==> config.mk <==
export PLATFORM = sky130hd
export DESIGN_NAME = sreg_stream_feeder
export DESIGN_NICKNAME = d
export VERILOG_FILES = /design/src/rtl/sreg_stream_feeder.sv
export SDC_FILE = /design/constraint.sdc
export NUM_CORES = 1
export LEC_CHECK = 0
export CORE_UTILIZATION = 47
export DETAILED_ROUTE_END_ITERATION = 8
export PLACE_DENSITY_LB_ADDON = 0.15
export SETUP_SLACK_MARGIN = 0.3
export SLEW_MARGIN = 10
export SYNTH_ARGS = -nofsm -noshare
export SYNTH_HDL_FRONTEND = slang
export SYNTH_SLANG_ARGS = --single-unit
==> constraint.sdc <==
create_clock -name clk -period 4.06 [get_ports clk]
set_clock_uncertainty 0.2 [all_clocks]
set_input_delay 0.609 -clock clk [delete_from_list [all_inputs] [get_ports clk]]
set_output_delay 0.609 -clock clk [all_outputs]
set_load 0.01 [all_outputs]
==> src/rtl/sreg_stream_feeder.sv <==
// Paces a valid/ready word stream into single-cycle ce/si strokes for a static shift
// register, enforcing a minimum inter-stroke gap and offering an on-demand zero flush.
module sreg_stream_feeder #(
    parameter int unsigned WIDTH      = 4,
    parameter int unsigned DEPTH      = 4,
    parameter int unsigned GAP        = 3,
    parameter int unsigned FIFO_DEPTH = 4
) (
    input  logic                            clk,
    input  logic                            rst,
    input  logic                            s_valid,
    output logic                            s_ready,
    input  logic [WIDTH-1:0]                s_data,
    input  logic                            flush_req,
    output logic                            ce,
    output logic [WIDTH-1:0]                si,
    output logic                            flush_done,
    output logic                            busy,
    output logic [$clog2(FIFO_DEPTH+1)-1:0] fill
);
    localparam int unsigned FILL_W = $clog2(FIFO_DEPTH + 1);
    localparam int unsigned PTR_W  = $clog2(FIFO_DEPTH);
    localparam int unsigned HO_W   = (GAP > 0) ? $clog2(GAP + 1) : 1;
    localparam int unsigned CNT_W  = $clog2(DEPTH + 1);

    localparam logic [0:0] ST_IDLE  = 1'b0;
    localparam logic [0:0] ST_FLUSH = 1'b1;

    logic [WIDTH-1:0]  mem [FIFO_DEPTH];
    logic [PTR_W-1:0]  rd_ptr, rd_ptr_d;
    logic [PTR_W-1:0]  wr_ptr, wr_ptr_d;
    logic [0:0]        state, state_d;
    logic [HO_W-1:0]   holdoff, holdoff_d;
    logic [CNT_W-1:0]  cnt, cnt_d;
    logic              flush_pending, flush_pending_d;
    logic [FILL_W-1:0] fill_d;
    logic [WIDTH-1:0]  si_d;
    logic              ce_d;
    logic              flush_done_d;
    logic              s_ready_d;
    logic              busy_d;
    logic              push;
    logic              pop;
    logic              fifo_empty;
    logic              holdoff_zero;

    assign push         = s_valid && s_ready;
    assign fifo_empty   = (fill == '0);
    assign holdoff_zero = (holdoff == '0);

    // FIFO storage; pointers wrap naturally since FIFO_DEPTH is a power of two
    always_ff @(posedge clk) begin
        if (push) begin
            mem[wr_ptr] <= s_data;
        end
    end

    // Next-state, stroke issue and registered-output computation
    always_comb begin
        state_d         = state;
        cnt_d           = cnt;
        flush_pending_d = flush_pending;
        holdoff_d       = holdoff_zero ? '0 : holdoff - HO_W'(1);
        ce_d            = 1'b0;
        si_d            = si;
        flush_done_d    = 1'b0;
        pop             = 1'b0;

        if (flush_req && !flush_pending && state != ST_FLUSH) begin
            flush_pending_d = 1'b1;
        end

        case (state)
            ST_IDLE: begin
                if (holdoff_zero && !fifo_empty) begin
                    pop       = 1'b1;
                    ce_d      = 1'b1;
                    si_d      = mem[rd_ptr];
                    holdoff_d = HO_W'(GAP);
                end else if (flush_pending && fifo_empty && holdoff_zero) begin
                    state_d = ST_FLUSH;
                    cnt_d   = '0;
                end
            end
            ST_FLUSH: begin
                if (holdoff_zero) begin
                    if (cnt == CNT_W'(DEPTH)) begin
                        flush_done_d    = 1'b1;
                        flush_pending_d = 1'b0;
                        state_d         = ST_IDLE;
                    end else begin
                        ce_d      = 1'b1;
                        si_d      = '0;
                        cnt_d     = cnt + CNT_W'(1);
                        holdoff_d = HO_W'(GAP);
                    end
                end
            end
            default: begin
                state_d = ST_IDLE;
            end
        endcase

        rd_ptr_d = rd_ptr + PTR_W'(pop);
        wr_ptr_d = wr_ptr + PTR_W'(push);
        fill_d   = fill + FILL_W'(push) - FILL_W'(pop);

        // Readiness reflects the post-edge state, so a flush request closes the input next edge
        s_ready_d = (fill_d != FILL_W'(FIFO_DEPTH)) && !flush_pending_d && (state_d != ST_FLUSH);
        busy_d    = (fill_d != '0) || (holdoff_d != '0) || ce_d || flush_pending_d
                    || (state_d == ST_FLUSH);
    end

    // State and output registers
    always_ff @(posedge clk) begin
        if (rst) begin
            state         <= ST_IDLE;
            cnt           <= '0;
            flush_pending <= 1'b0;
            holdoff       <= '0;
            rd_ptr        <= '0;
            wr_ptr        <= '0;
            fill          <= '0;
            ce            <= 1'b0;
            si            <= '0;
            flush_done    <= 1'b0;
            s_ready       <= 1'b0;
            busy          <= 1'b0;
        end else begin
            state         <= state_d;
            cnt           <= cnt_d;
            flush_pending <= flush_pending_d;
            holdoff       <= holdoff_d;
            rd_ptr        <= rd_ptr_d;
            wr_ptr        <= wr_ptr_d;
            fill          <= fill_d;
            ce            <= ce_d;
            si            <= si_d;
            flush_done    <= flush_done_d;
            s_ready       <= s_ready_d;
            busy          <= busy_d;
        end
    end

endmodule

==> qor.tcl <==
set qor(outcome) {finished clean}
set qor(synth_top_area_share_pct) 30.8
set qor(end_kind) {flip-flop}
set qor(syn-instance-count) 123
set qor(max_cap_viol_count) 0
set qor(final_layout_size_suffix_gt1_share_pct) 11.2
set qor(synth_cell_type_count) 34
set qor(path_max_fanout) 8
set qor(path_clk_slew_ns) 0.11
set qor(syn-cell-area_um2) 1560
set qor(power.ir.vdd_worst_uv) 264
set qor(yosys_warnings) 0
set qor(detail-route-antenna-nets) 0
set qor(hp-class) {reg2reg}
set qor(ctsHoldBuffers) 0
set qor(die_area_um2) 3560
set qor(finish.net_count) 155
set qor(post_synth.cell_area_avg_um2) 12.7
set qor(ys_ff_latch) 38
set qor(synth_area_leader_cell) {edfxtp_1}
set qor(dp_hpwl_mm) 1.91
set qor(max_freq_ghz) 0.379
set qor(slew_at_the_pin_with_the_worst_max_slew_slack_ns) 0.787
set qor(via_per_inst) 5.35
set qor(nFillCells) 283
set qor(first_pass_iters) 5
set qor(cp.required_ns) 4.05
set qor(grt_antenna_before_repair) 0
set qor(cts_sinks) 38
set qor(number_of_nets_in_the_synthesized_netlist) 136
set qor(multi_input_comb_area_um2) 582
set qor(postCtsSetupRepairBufs) 0
set qor(detailroute.via_count) 1001
set qor(utilization_pct) 58.2
set qor(largest_net_degree_at_the_start_of_global_routing) 23
set qor(effective_utilization_at_floorplan_pct) 50.3
set qor(global_route.overflow_total) 0
set qor(cts_htree_levels) 2
set qor(first_global_vias) 937
set qor(dieHeight_um) 59.6
set qor(die_x_um) 59.6
set qor(drt_iter0_drc) 79
set qor(numPortBuffers) 18
set qor(design_power_total_uw) 1190
set qor(seqCellArea_um2) 921
set qor(insertion_delay_ns) 0.33
set qor(p_per_area_nw_per_um2) 660
set qor(post_cts_resized) 0
set qor(timing.final.crit_share_pct) 65.0
set qor(groute.usage.overall_pct) 18.1
set qor(clockRootBuffer) {clkbuf_4}
set qor(wl_per_cell_um) 14.5
set qor(clockBufferDepth) 2
set qor(synthTopCellsByArea) {edfxtp_1, dfxtp_1, mux4_2}
set qor(area.growth.synth_to_final_pct) 15.7
set qor(setup.worst_path.start_class) {flip-flop}
set qor(floorplan.core_area_um2) 3100
set qor(post_dp_cell_area_um2) 1760
set qor(route.detailed.drc) 0
set qor(rsz_0062_raised_after_global_routing) {false}
set qor(number_of_buffers_created_by_cts) 5
set qor(num_antenna_cells) 0
set qor(floorplan.rows) 20
set qor(timing_worst_setup_path_type) {reg2reg}
set qor(arrival_ns) 2.62
set qor(wirelength_mm) 2.71
set qor(routabilityCongestion) 0.779
set qor(grt_first_pass_wirelength_mm) 4.46
set qor(leakage_uw) 0.000654
set qor(final.hold.worst_slack_ns) 0.303
set qor(setup_viol) 0
set qor(share_of_the_yosys_chip_area_belonging_to_registers_pct) 59.0
set qor(max-slew-margin-rel_pct) 47.4
set qor(fin_area_um2) 1810
set qor(post-route-min-period_ns) 2.64
set qor(maxSlewViolCount) 0
set qor(clock_tree_from_tritoncts) {built}
set qor(io_pins) 19
set qor(fin_setup_tns_ns) 0
set qor(timing_hold_violations_final) 0
## registers in the layout (all words and copies together) (netlist names)
name,flops
holdoff,2
rd_ptr,2
mem,16
cnt,3
ce,1
busy,1
si,4
s_ready,1
state,1
flush_pending,1
flush_done,1
fill,3
wr_ptr,2
## report_power, final
group | total (uW) | leakage (uW) | internal [uW] | switching [uW]
Combinational | 466 | 0.000300 | 240 | 226
Sequential | 544 | 0.000325 | 463 | 81.8
Clock | 182 | 0.0000297 | 65.1 | 117
Total | 1190 | 0.000654 | 767 | 425
## cell type report
| class | count | share of cell area, % |
|---|---|---|
| inverter | 5 | 1.04 |
| tap | 44 | 3.05 |
| multi-input combinational | 74 | 32.2 |
| clock buffer | 6 | 2.29 |
| sequential | 38 | 51.0 |
| clock inverter | 2 | 0.485 |
| timing repair buffer | 18 | 9.97 |
## Yosys cell counts (all sizes together)
library cell  number
dfxtp             22
edfxtp            16
nor2              14
a21oi              5
a22oi              5
inv                5
nand2              5
nand3              5
buf                4
ha                 4
mux4               4
o31ai              4
xnor2              4
nor3               3
and3               2
clkbuf             2
nand2b             2
nand4              2
nor2b              2
nor3b              2
xor2               2
a211oi             1
a311oi             1
a31oi              1
a41oi              1
and2               1
fa                 1
o211a              1
o21bai             1
or3                1
## worst paths after layout
check,from,end,slack (ns),cells past startpoint
hold / removal,cnt[1],cnt[1],0.30,2
hold reg to reg,cnt[1],cnt[1],0.30,2
setup reg to reg,holdoff[1],busy,1.42,9
setup / recovery,holdoff[1],busy,1.42,9
## per-layer routing
| layer | wire length [um] | share of wire [%] | track usage (%) |
|---|---|---|---|
| met5 | 0 | 0 | 0 |
| met3 | 109 | 4.0 | 4.80 |
| met1 | 1280 | 47 | 24.0 |
| met4 | 48 | 1.8 | 9.97 |
| met2 | 1280 | 47 | 26.8 |
## critical path, stage by stage, from the launching register on
cell and delay, ns:
dfxtp_1 0.43, nor3_4 0.35, and2_4 0.25, xnor2_1 0.13, ha_1 0.16, inv_1 0.05, fa_1 0.37, xor2_1 0.16
xnor2_1 0.24, a41oi_1 0.16
## cell families (layout without fill, tap and decap cells)
logic type | Yosys count | after routing | share of synthesized area (%)
adder cells (fa/ha/maj) | 5 | 5 | 4.49
flip-flops | 38 | 38 | 59.0
XOR/XNOR | 6 | 6 | 3.37
multiplexers | 4 | 4 | 5.77
AO/OA/AOI/OAI | 20 | 20 | 10.3
buffers and inverters | 11 | 31 | 3.77
AND/OR/NAND/NOR | 39 | 39 | 13.4
## through the flow
stage	instances	setup slack [ns]
2_1_floorplan	123	1.48
3_3_place_gp	179	1.23
3_5_place_dp	179	1.16
4_1_cts	187	1.43
5_1_grt	187	1.21
6_report	187	1.42
## layout by cell type (no fill, tap or decap), types with 2 or more instances in the layout
master           count
clkbuf_4             5
nor3_1               2
inv_1                5
edfxtp_1            16
a21oi_1              5
nand3_1              5
nor2_1              14
nand2b_1             2
o31ai_1              4
mux4_2               4
dfxtp_1             22
clkdlybuf4s50_1     18
nand2_1              5
xnor2_1              4
nor3b_1              2
nor2b_1              2
ha_1                 4
xor2_1               2
a22oi_1              4
nand4_1              2
Note: power is estimated with default switching activity, not from simulation.
